--- src/rtl/lifo_stack_ctrl.sv ---
// Parametrised LIFO stack with replace-top, bypass, occupancy count, almost-full and peek.
// Define LIFO_STACK_ERR_EN to build the sticky overflow/underflow flags.
module lifo_stack_ctrl #(
    parameter int WIDTH        = 8,
    parameter int DEPTH        = 8,
    parameter int ADDR_WIDTH   = 3,
    parameter int AFULL_THRESH = DEPTH - 1
) (
    input  logic                  clk,
    input  logic                  reset_n,
    input  logic                  push,
    input  logic                  pop,
    input  logic [WIDTH-1:0]      data_in,
    output logic [WIDTH-1:0]      data_out,
    output logic                  pop_valid,
    output logic [WIDTH-1:0]      top,
    output logic [ADDR_WIDTH:0]   count,
    output logic                  full,
    output logic                  empty,
    output logic                  almost_full,
    input  logic                  err_clr,
    output logic                  overflow,
    output logic                  underflow
);

    localparam logic [ADDR_WIDTH:0]   CNT_ONE   = 1;
    localparam logic [ADDR_WIDTH:0]   CNT_FULL  = DEPTH[ADDR_WIDTH:0];
    localparam logic [ADDR_WIDTH:0]   CNT_AFULL = AFULL_THRESH[ADDR_WIDTH:0];
    localparam logic [ADDR_WIDTH-1:0] IDX_ONE   = 1;

    logic [WIDTH-1:0]      mem [DEPTH];
    logic [ADDR_WIDTH:0]   count_q, count_d;
    logic [WIDTH-1:0]      data_out_q, data_out_d;
    logic                  pop_valid_q, pop_valid_d;
    logic                  mem_we;
    logic [ADDR_WIDTH-1:0] mem_waddr;
    logic [ADDR_WIDTH-1:0] top_idx;
    logic                  ovf_set, unf_set;

    // When full the low bits wrap to 0, so subtracting one still lands on DEPTH-1.
    assign top_idx     = count_q[ADDR_WIDTH-1:0] - IDX_ONE;
    assign full        = (count_q == CNT_FULL);
    assign empty       = (count_q == '0);
    assign almost_full = (count_q >= CNT_AFULL);
    assign top         = empty ? '0 : mem[top_idx];
    assign count       = count_q;
    assign data_out    = data_out_q;
    assign pop_valid   = pop_valid_q;

    always_comb begin
        // NOTE: every combinational output gets a default first so no latch is inferred.
        count_d     = count_q;
        data_out_d  = data_out_q;
        pop_valid_d = 1'b0;
        mem_we      = 1'b0;
        mem_waddr   = count_q[ADDR_WIDTH-1:0];
        ovf_set     = 1'b0;
        unf_set     = 1'b0;
        case ({push, pop})
            2'b10: begin
                if (!full) begin
                    mem_we  = 1'b1;
                    count_d = count_q + CNT_ONE;
                end else begin
                    ovf_set = 1'b1;
                end
            end
            2'b01: begin
                if (!empty) begin
                    data_out_d  = mem[top_idx];
                    count_d     = count_q - CNT_ONE;
                    pop_valid_d = 1'b1;
                end else begin
                    unf_set = 1'b1;
                end
            end
            2'b11: begin
                pop_valid_d = 1'b1;
                if (!empty) begin
                    data_out_d = mem[top_idx];
                    mem_we     = 1'b1;
                    mem_waddr  = top_idx;
                end else begin
                    data_out_d = data_in;
                end
            end
            default: ;
        endcase
    end

    // NOTE: storage has no reset; only the pointer is cleared, which hides stale words.
    always_ff @(posedge clk) begin
        if (mem_we && reset_n) begin
            mem[mem_waddr] <= data_in;
        end
    end

    always_ff @(posedge clk) begin
        // NOTE: sequential state uses non-blocking assignments so all registers update together.
        if (!reset_n) begin
            count_q     <= '0;
            data_out_q  <= '0;
            pop_valid_q <= 1'b0;
        end else begin
            count_q     <= count_d;
            data_out_q  <= data_out_d;
            pop_valid_q <= pop_valid_d;
        end
    end

`ifdef LIFO_STACK_ERR_EN
    logic overflow_q, underflow_q;

    // Clear wins over a same-cycle set.
    always_ff @(posedge clk) begin
        if (!reset_n) begin
            overflow_q  <= 1'b0;
            underflow_q <= 1'b0;
        end else if (err_clr) begin
            overflow_q  <= 1'b0;
            underflow_q <= 1'b0;
        end else begin
            overflow_q  <= overflow_q | ovf_set;
            underflow_q <= underflow_q | unf_set;
        end
    end

    assign overflow  = overflow_q;
    assign underflow = underflow_q;
`else
    logic unused_err;
    assign unused_err = ^{err_clr, ovf_set, unf_set};
    assign overflow   = 1'b0;
    assign underflow  = 1'b0;
`endif

endmodule

--- config.mk ---
export PLATFORM = sky130hd
export DESIGN_NAME = lifo_stack_ctrl
export DESIGN_NICKNAME = d
export VERILOG_FILES = /design/src/rtl/lifo_stack_ctrl.sv
export SDC_FILE = /design/constraint.sdc
export NUM_CORES = 1
export LEC_CHECK = 0
export ABC_AREA = 1
export BUFFER_PORTS_ARGS = -buffer_cell sky130_fd_sc_hd__buf_4
export CORE_ASPECT_RATIO = 1.4
export CORE_MARGIN = 1.5
export CORE_UTILIZATION = 49
export CTS_CLUSTER_SIZE = 14
export DETAILED_ROUTE_END_ITERATION = 10
export HOLD_SLACK_MARGIN = 0.03
export PLACE_DENSITY = 0.77
export RECOVER_POWER = 50
export SYNTH_ARGS = -nofsm -noshare
export SYNTH_HDL_FRONTEND = slang
export SYNTH_SLANG_ARGS = --single-unit
--- constraint.sdc ---
create_clock -name clk -period 2.31 [get_ports clk]
set_input_delay 0.462 -clock clk [delete_from_list [all_inputs] [get_ports clk]]
set_output_delay 0.462 -clock clk [all_outputs]
set_load 0.03 [all_outputs]
==> results of run 1 <==
-- per-stage QoR --
stage	util	std cells	TNS (ps)	hold slack (ps)
after global routing	0.612	558	-7.58	397
after detailed placement	0.572	538	0	465
after CTS	0.608	555	0	333
after floorplan	-	411	-0.145	561
final	0.612	558	0	396
after global placement	0.572	538	0	453
-- layer usage --
| metal | track usage | share of wire | wire [um] | up-vias |
|---|---|---|---|---|
| met4 | 0.128 | 0.034 | 297 | 0 |
| met1 | 0.242 | 0.38 | 3300 | 1339 |
| met2 | 0.383 | 0.51 | 4390 | 105 |
| li1 | - | - | - | 1380 |
| met5 | 0 | 0 | 0 | - |
| met3 | 0.0494 | 0.073 | 629 | 25 |
-- critical path: cells and delay by family (launching register included) --
family / cells / cell delay, ps
adder cells (fa/ha/maj): 1 / 210
XOR/XNOR: 1 / 160
flip-flops: 1 / 350
buffers and inverters: 3 / 440
AND/OR/NAND/NOR: 3 / 280
-- registers in the layout, summed over array words and instances, names as in the netlist --
| name | flops |
|---|---|
| count | 4 |
| data_out | 8 |
| mem | 64 |
| pop_valid | 1 |
-- cell usage after synthesis --
cell type  count
nand2_2        2
a21oi_2        1
xnor2_2        1
o21ai_0       10
xor2_1         1
nor2_1        19
dfxtp_1       13
nand2_1      117
clkbuf_2       1
buf_2          6
edfxtp_1      64
nand2_4        4
o22ai_1        1
inv_1         83
ha_1           3
or2_2          2
buf_6          1
nand3_4        1
xor2_2         1
conb_1         1
a21oi_1       10
o22ai_2        1
clkbuf_1       3
nand4_1        1
o21ai_2        1
inv_2          4
buf_4          3
clkinv_1       1
nand3_1       53
a31oi_1        1
-- placed cells by master, fill, tap and decap left out, drive strengths merged, types with 2 or more instances in the layout --
cell / n
nor2: 19
o21ai: 11
clkbuf: 33
a21oi: 11
ha: 3
buf: 28
nand2: 123
inv: 89
edfxtp: 64
or2: 2
xor2: 2
o22ai: 2
dfxtp: 13
nand3: 54
conb: 2
-- kinds of logic (layout without fill, tap and decap cells) --
kind of cell    count (synthesis)  count (layout)  synth area share
flops                          77              77             0.592
compound gates                 25              25            0.0387
xor+xnor                        3               3            0.0112
simple gates                  199             199             0.236
other cells                     1               2           0.00102
buf+inv                       102             152             0.111
fa+ha+maj                       3               3            0.0102
-- power groups by stage --
stage	Combinational [W]	Sequential (W)	Clock, W
final	0.00119	0.00159	0.00106
after global routing	0.00127	0.00159	0.00113
after CTS	0.00111	0.00158	0.00107
after detailed placement	0.00105	0.00161	0
after global placement	0.00103	0.00161	0
after floorplan	0.000685	0.00167	0
-- cell type report --
class | instances | area share
Clock buffer | 13 | 0.0427
Timing Repair Buffer | 48 | 0.0782
Sequential cell | 77 | 0.489
Clock inverter | 3 | 0.00475
Multi-Input combinational cell | 232 | 0.283
Tap cell | 97 | 0.0271
Inverter | 88 | 0.0754
-- final timing paths --
path,start,endpoint,slack [ps],depth (start not counted)
setup reg to reg,count[0],mem[1][0],260,7
setup / recovery,count[0],top[1],50,8
hold reg to reg,data_out[1],data_out[1],480,2
hold / removal,reset_n,data_out[7],400,3
-- timing repair --
item | CTS | global route
pin swaps | 2 | 5
setup buffers | 1 | 2
cloned | 0 | 1
hold buffers | 0 | 0
endpoints found under the setup margin | 8 | 40
resized for setup | 8 | 20
==> impl_metrics.ini, run 1 <==
[run_status]
status = complete, no violations

[power]
pwr-share-clk = 0.276
p_total_w = 0.00384
ir_drop_uv = 342
intPower_w = 0.00253
p_seq_frac = 0.413
power_leakage_nw = 2.03
switchingPower_w = 0.00131
pwr_density_cell_mw_per_mm2 = 858
switching_share = 0.341
pwr-share-comb = 0.311

[global_routing]
grt.total_usage = 0.219
grt.overflow.total = 0
grt_max_degree = 38
grt_first_pass_wirelength_um = 13200
grt_antenna_before_repair = 0
first_global_vias = 2723

[synthesis]
synth.distinct_cells = 30
synth_area_leaders = edfxtp_1, nand2_1, inv_1
syn_area_mm2 = 0.00369
syn_inst = 410
avgSynthCellArea_um2 = 8.99
yosysTopAreaCellShare = 0.521
ys_seq_area_frac = 0.592
synth-seq-cells = 77
yosysWarningCount = 0
synth_top_cell_by_area = edfxtp_1

[worst_setup_path]
worstPathRequired_ps = 1850
slowest_stage = dfxtp_4
critical_path_class = reg -> out
cp-start-kind = register
worst_path_largest_cell_delay_ps = 350
end_kind = output port
path_cells = inv_2 > ha_4 > xor2_2 > buf_6 > nand3_1 > nand2_2 > nor2_4 > buf_4
cp.arrival_ps = 1800
worst-path-max-fanout = 8

[timing]
setup_ws_ps = 50.8
maxSlewViolCount = 0
min_period_over_period = 0.978
hold_viol = 0
finClkSkew_ps = 11.3
rsz0062_at_grt = true
max_freq_ghz = 0.443
finalSetupViolCount = 0
layout_min_cycle_time_ps = 2260

[min_path]
hp-class = in -> reg

[clock_tree]
cts_max_level = 3
cts.reportedPaths.clkPinSlew_ps = 80
cts_tree = yes
cts_root_buffer = clkbuf_8
clkSinkCount = 77
numCtsBuffers = 9
clock_latency_ps = 370
cts_buffer_depth = 2

[placed_design]
gp_congestion = 0.825
io_buffers = 35
dp_hpwl_um = 5470
dpl_cell_area_mm2 = 0.00418
dp_slack_ps = 39.0

[final_layout]
fillers = 607
drive_above_1_share = 0.204
final-seq-area_mm2 = 0.00219
antenna_cells = 0
fin_area_mm2 = 0.00448
multi_input_area_mm2 = 0.00127
syn2layout_area_growth_pct = 21.4
layout.nets = 472

[drt]
wl_per_cell_um = 15.4
drcViolationCount = 0
drt-vias-per-instance = 5.11
drt_first_pass_iters = 4
antenna_left = 0
drt_wl_total_um = 8620
vias = 2849
drt_iter0_markers = 192

[die]
fp.coreArea_mm2 = 0.00731
io_pins = 39
fp-row-count = 37
die_h_um = 106
start_util = 0.504
dieArea_mm2 = 0.00806
die_w_um = 76.3

[flow_run]
drv_cap = 0
Note: power is estimated with default switching activity, not from simulation.
==> run 2, diff against run 1 <==
--- a/config.mk
+++ b/config.mk
@@ -13,7 +13,7 @@
 export CTS_CLUSTER_SIZE = 14
 export DETAILED_ROUTE_END_ITERATION = 10
 export HOLD_SLACK_MARGIN = 0.03
-export PLACE_DENSITY = 0.77
+export PLACE_DENSITY_LB_ADDON = 0.25
 export RECOVER_POWER = 50
 export SYNTH_ARGS = -nofsm -noshare
 export SYNTH_HDL_FRONTEND = slang
==> impl_metrics.ini, run 2 (same netlist as run 1, synthesis figures left out) <==
[global_routing]
grt_first_pass_wirelength_um = 12700
grt_antenna_before_repair = 0
first_global_vias = 2603
grt.overflow.total = 0
grt_max_degree = 38
grt.total_usage = 0.211

[die]
die_w_um = 76.3
die_h_um = 106
io_pins = 39
start_util = 0.504
fp.coreArea_mm2 = 0.00731
fp-row-count = 37
dieArea_mm2 = 0.00806

[timing]
finClkSkew_ps = 6.12
worst_pin_slew_ps = 510
setup_ws_ps = -3.98
layout_min_cycle_time_ps = 2310
max_freq_ghz = 0.432
max-slew-margin-rel = 0.660
setup_tns_ps = -3.98
hold_viol = 0
maxSlewViolCount = 0
rsz0062_at_grt = true
min_period_over_period = 1.00
finalSetupViolCount = 1

[final_layout]
largest_reg_flops = 64
drive_above_1_share = 0.287
antenna_cells = 0
fillers = 608
final_common_cell = nand2_1
multi_input_area_mm2 = 0.00144
syn2layout_area_growth_pct = 28.7
final-seq-area_mm2 = 0.00219
final_cell_mix = nand2_1, inv_1, edfxtp_1
layout.nets = 482
largest-register = mem

[placed_design]
io_buffers = 35
dp_hpwl_um = 5240
gp_congestion = 0.827

[worst_setup_path]
critical_path_class = reg -> out
end_kind = output port
cp.arrival_ps = 1850
cp-start-kind = register
worstPathRequired_ps = 1850
crit_path_start = count[1]
worst-path-max-fanout = 5
reg2reg_from = count[1]

[clock_tree]
cts.reportedPaths.clkPinSlew_ps = 90
cts_buffer_depth = 2
clock_latency_ps = 350
numCtsBuffers = 9
cts_max_level = 3
clkSinkCount = 77
cts_tree = yes
cts_root_buffer = clkbuf_8

[drt]
drcViolationCount = 0
drt_wl_total_um = 8450
drt_first_pass_iters = 4
wl_per_cell_um = 14.9
drt_iter0_markers = 178
antenna_left = 0
vias = 2789
drt-vias-per-instance = 4.91

[run_status]
violations = setup timing
status = finished with violations

[power]
power_leakage_nw = 2.14
ir_drop_uv = 516
pwr_density_cell_mw_per_mm2 = 827
p_total_w = 0.00393

[min_path]
hp-start = reset_n
hp-class = in -> reg

[flow_run]
drv_cap = 0
## run 2: cell count changes in the layout (fill, tap and decap cells not counted), moves of 3 or more
| cell | delta |
|---|---|
| buf_4 | +7 |
| clkbuf_1 | -4 |
| buf_6 | +5 |
| nand3_4 | +3 |
| nand2_4 | +3 |
| nand3_1 | -25 |
| nand3_2 | +22 |
## run 2: critical path: stages, from the launching register on
cell,delay (ps)
dfxtp_2,340
inv_2,60
ha_4,340
buf_12,130
buf_8,130
nand3_2,80
nand3_2,110
nand2_4,70
nor2_4,90
buf_6,140
## run 2: repair_timing
item | CTS | global route
pin swaps | 2 | 29
gates cloned | 0 | 1
buffers inserted | 4 | 11
endpoints found under the hold margin | 0 | 0
endpoints found under the setup margin | 9 | 49
gates resized for setup | 13 | 54
hold buffers | 0 | 0
## run 2: final timing paths
check,to,slack [ps],cells past startpoint
setup / recovery,top[6],-4,9
hold / removal,count[3],390,3
setup reg to reg,mem[1][1],230,7
hold reg to reg,data_out[4],470,2
## run 2: per-layer routing
layer | track usage | part of all wire
met3 | 0.0381 | 0.044
met1 | 0.260 | 0.41
met2 | 0.358 | 0.52
met4 | 0.101 | 0.028
met5 | 0 | 0
## run 2: stage by stage
stage | cells | utilization | hold WS (ps) | cell area, um2 | setup WS (ps)
6_report | 568 | 0.649 | 394 | 4740 | -3.98
5_1_grt | 568 | 0.649 | 405 | 4740 | -59.4
4_1_cts | 556 | 0.607 | 340 | 4440 | 5.05
3_5_place_dp | 536 | 0.569 | 460 | 4170 | 23.7
3_3_place_gp | 536 | 0.569 | 457 | 4170 | 71.3
2_1_floorplan | 411 | - | 561 | 3830 | -0.145
## run 2: final cells by class
cell class / count / share of cell area
tap: 97 / 0.0256
timing repair buffer: 58 / 0.0976
multi-input combinational: 232 / 0.302
sequential: 77 / 0.461
inverter: 88 / 0.0728
clock inverter: 7 / 0.0142
clock buffer: 9 / 0.0261
## run 2: where the power goes
| part | switching, W | total (W) | internal (W) |
|---|---|---|---|
| sequential | 0.0000285 | 0.00159 | 0.00156 |
| clock | 0.000561 | 0.000974 | 0.000414 |
| combinational | 0.000836 | 0.00136 | 0.000528 |
| total | 0.00143 | 0.00393 | 0.00250 |
==> run 3, diff against run 2 <==
--- a/config.mk
+++ b/config.mk
@@ -15,6 +15,7 @@
 export HOLD_SLACK_MARGIN = 0.03
 export PLACE_DENSITY_LB_ADDON = 0.25
 export RECOVER_POWER = 50
+export SKIP_CTS_REPAIR_TIMING = 1
 export SYNTH_ARGS = -nofsm -noshare
 export SYNTH_HDL_FRONTEND = slang
 export SYNTH_SLANG_ARGS = --single-unit
==> impl_metrics.ini, run 3 (same netlist as run 1, synthesis figures left out) <==
[die]
fp.coreArea_mm2 = 0.00731
io_pins = 39
die_w_um = 76.3
die_h_um = 106
fp-row-count = 37
dieArea_mm2 = 0.00806
start_util = 0.504

[final_layout]
fillers = 652
final_common_cell = nand2_1
final_cell_mix = nand2_1, inv_1, edfxtp_1
syn2layout_area_growth_pct = 21.4
layout.nets = 473
largest_reg_flops = 64
drive_above_1_share = 0.219
antenna_cells = 0
largest-register = mem
final-seq-area_mm2 = 0.00219
finalNonFillerCells = 559
multi_input_area_mm2 = 0.00128

[global_routing]
grt_first_pass_wirelength_um = 12500
grt_max_degree = 38
grt.total_usage = 0.208
first_global_vias = 2570
grt_antenna_before_repair = 0
grt.overflow.total = 0

[placed_design]
gp_congestion = 0.827
dp_cells = 536
dp_hpwl_um = 5240
io_buffers = 35

[worst_setup_path]
cp-start-kind = register
end_kind = output port
crit_path_start = count[1]
worst-path-max-fanout = 7
worstPathRequired_ps = 1850
cp.arrival_ps = 1820
reg2reg_from = count[1]
critical_path_class = reg -> out

[clock_tree]
clock_latency_ps = 350
clkSinkCount = 77
cts_buffer_depth = 2
cts_root_buffer = clkbuf_8
cts.reportedPaths.clkPinSlew_ps = 90
cts_max_level = 3
numCtsBuffers = 9
cts_tree = yes

[timing]
max_freq_ghz = 0.438
layout_min_cycle_time_ps = 2290
holdWs_ps = 397
max-slew-margin-rel = 0.655
hold_viol = 0
rsz0062_at_grt = true
finalSetupViolCount = 0
min_period_over_period = 0.989
finClkSkew_ps = 6.10
maxSlewViolCount = 0
worst_pin_slew_ps = 518

[min_path]
hp-start = reset_n
hp-class = in -> reg

[drt]
drcViolationCount = 0
met3_length_um = 377
drt-vias-per-instance = 4.86
wl_met2_um = 4230
antenna_left = 0
drt_first_pass_iters = 4
drt_wl_total_um = 8000
vias = 2716
wl_met1_um = 3220
wl_per_cell_um = 14.3
dr.max_layer_used = met4
drt_iter0_markers = 170

[power]
p_total_w = 0.00373
pwr_density_cell_mw_per_mm2 = 833
ir_drop_uv = 498
power_leakage_nw = 2.02

[flow_run]
drv_cap = 0

[run_status]
status = complete, no violations
## run 3: cell types whose count changed in the layout (fill, tap and decap cells not counted), moves of 2 or more
cell and change:
buf_12 -2, buf_4 -6, buf_6 -2, nand2_2 +3, nand2_4 -3, nand3_1 +24, nand3_2 -21, nand3_4 -3
## run 3: worst paths after layout
check	endpoint	slack [ps]	depth (start not counted)
setup / recovery	top[2]	20	8
hold reg to reg	data_out[4]	480	2
hold / removal	count[3]	400	3
setup reg to reg	mem[1][4]	200	7
## run 3: cell type report
type                       count  share of cell area
tap                           97              0.0271
sequential                    77               0.489
multi-input combinational    232               0.285
timing repair buffer          49              0.0802
inverter                      88              0.0755
clock inverter                 7              0.0151
clock buffer                   9              0.0277
## run 3: through the flow
stage	util	TNS [ps]	cell area, um2	setup slack [ps]
CTS	0.596	-2730	4360	-378
finish	0.612	0	4480	24.9
floorplan	-	-0.145	3830	-0.145
global placement	0.569	0	4170	71.3
global route	0.612	-137	4480	-35.2
detailed placement	0.569	0	4170	23.7
## run 3: worst max-delay path, cell delays in order, from the launching register on
cell and delay (ps):
dfxtp_2 340, inv_2 60, ha_4 370, clkbuf_16 180
nand3_1 90, nand3_1 120, nand2_2 90, nor2_4 90
buf_6 130
## run 3: power breakdown
part / internal (W) / switching [W] / leakage (nW) / total, W
sequential: 0.00156 / 0.0000274 / 0.686 / 0.00159
combinational: 0.000420 / 0.000753 / 1.24 / 0.00117
clock: 0.000414 / 0.000555 / 0.0936 / 0.000969
total: 0.00239 / 0.00134 / 2.02 / 0.00373
## run 3: metal layers
layer  GRT usage  up-vias
met4       0.101        0
met1       0.256     1252
met2       0.352       69
li1            -     1383
met3      0.0381       12
met5           0        -
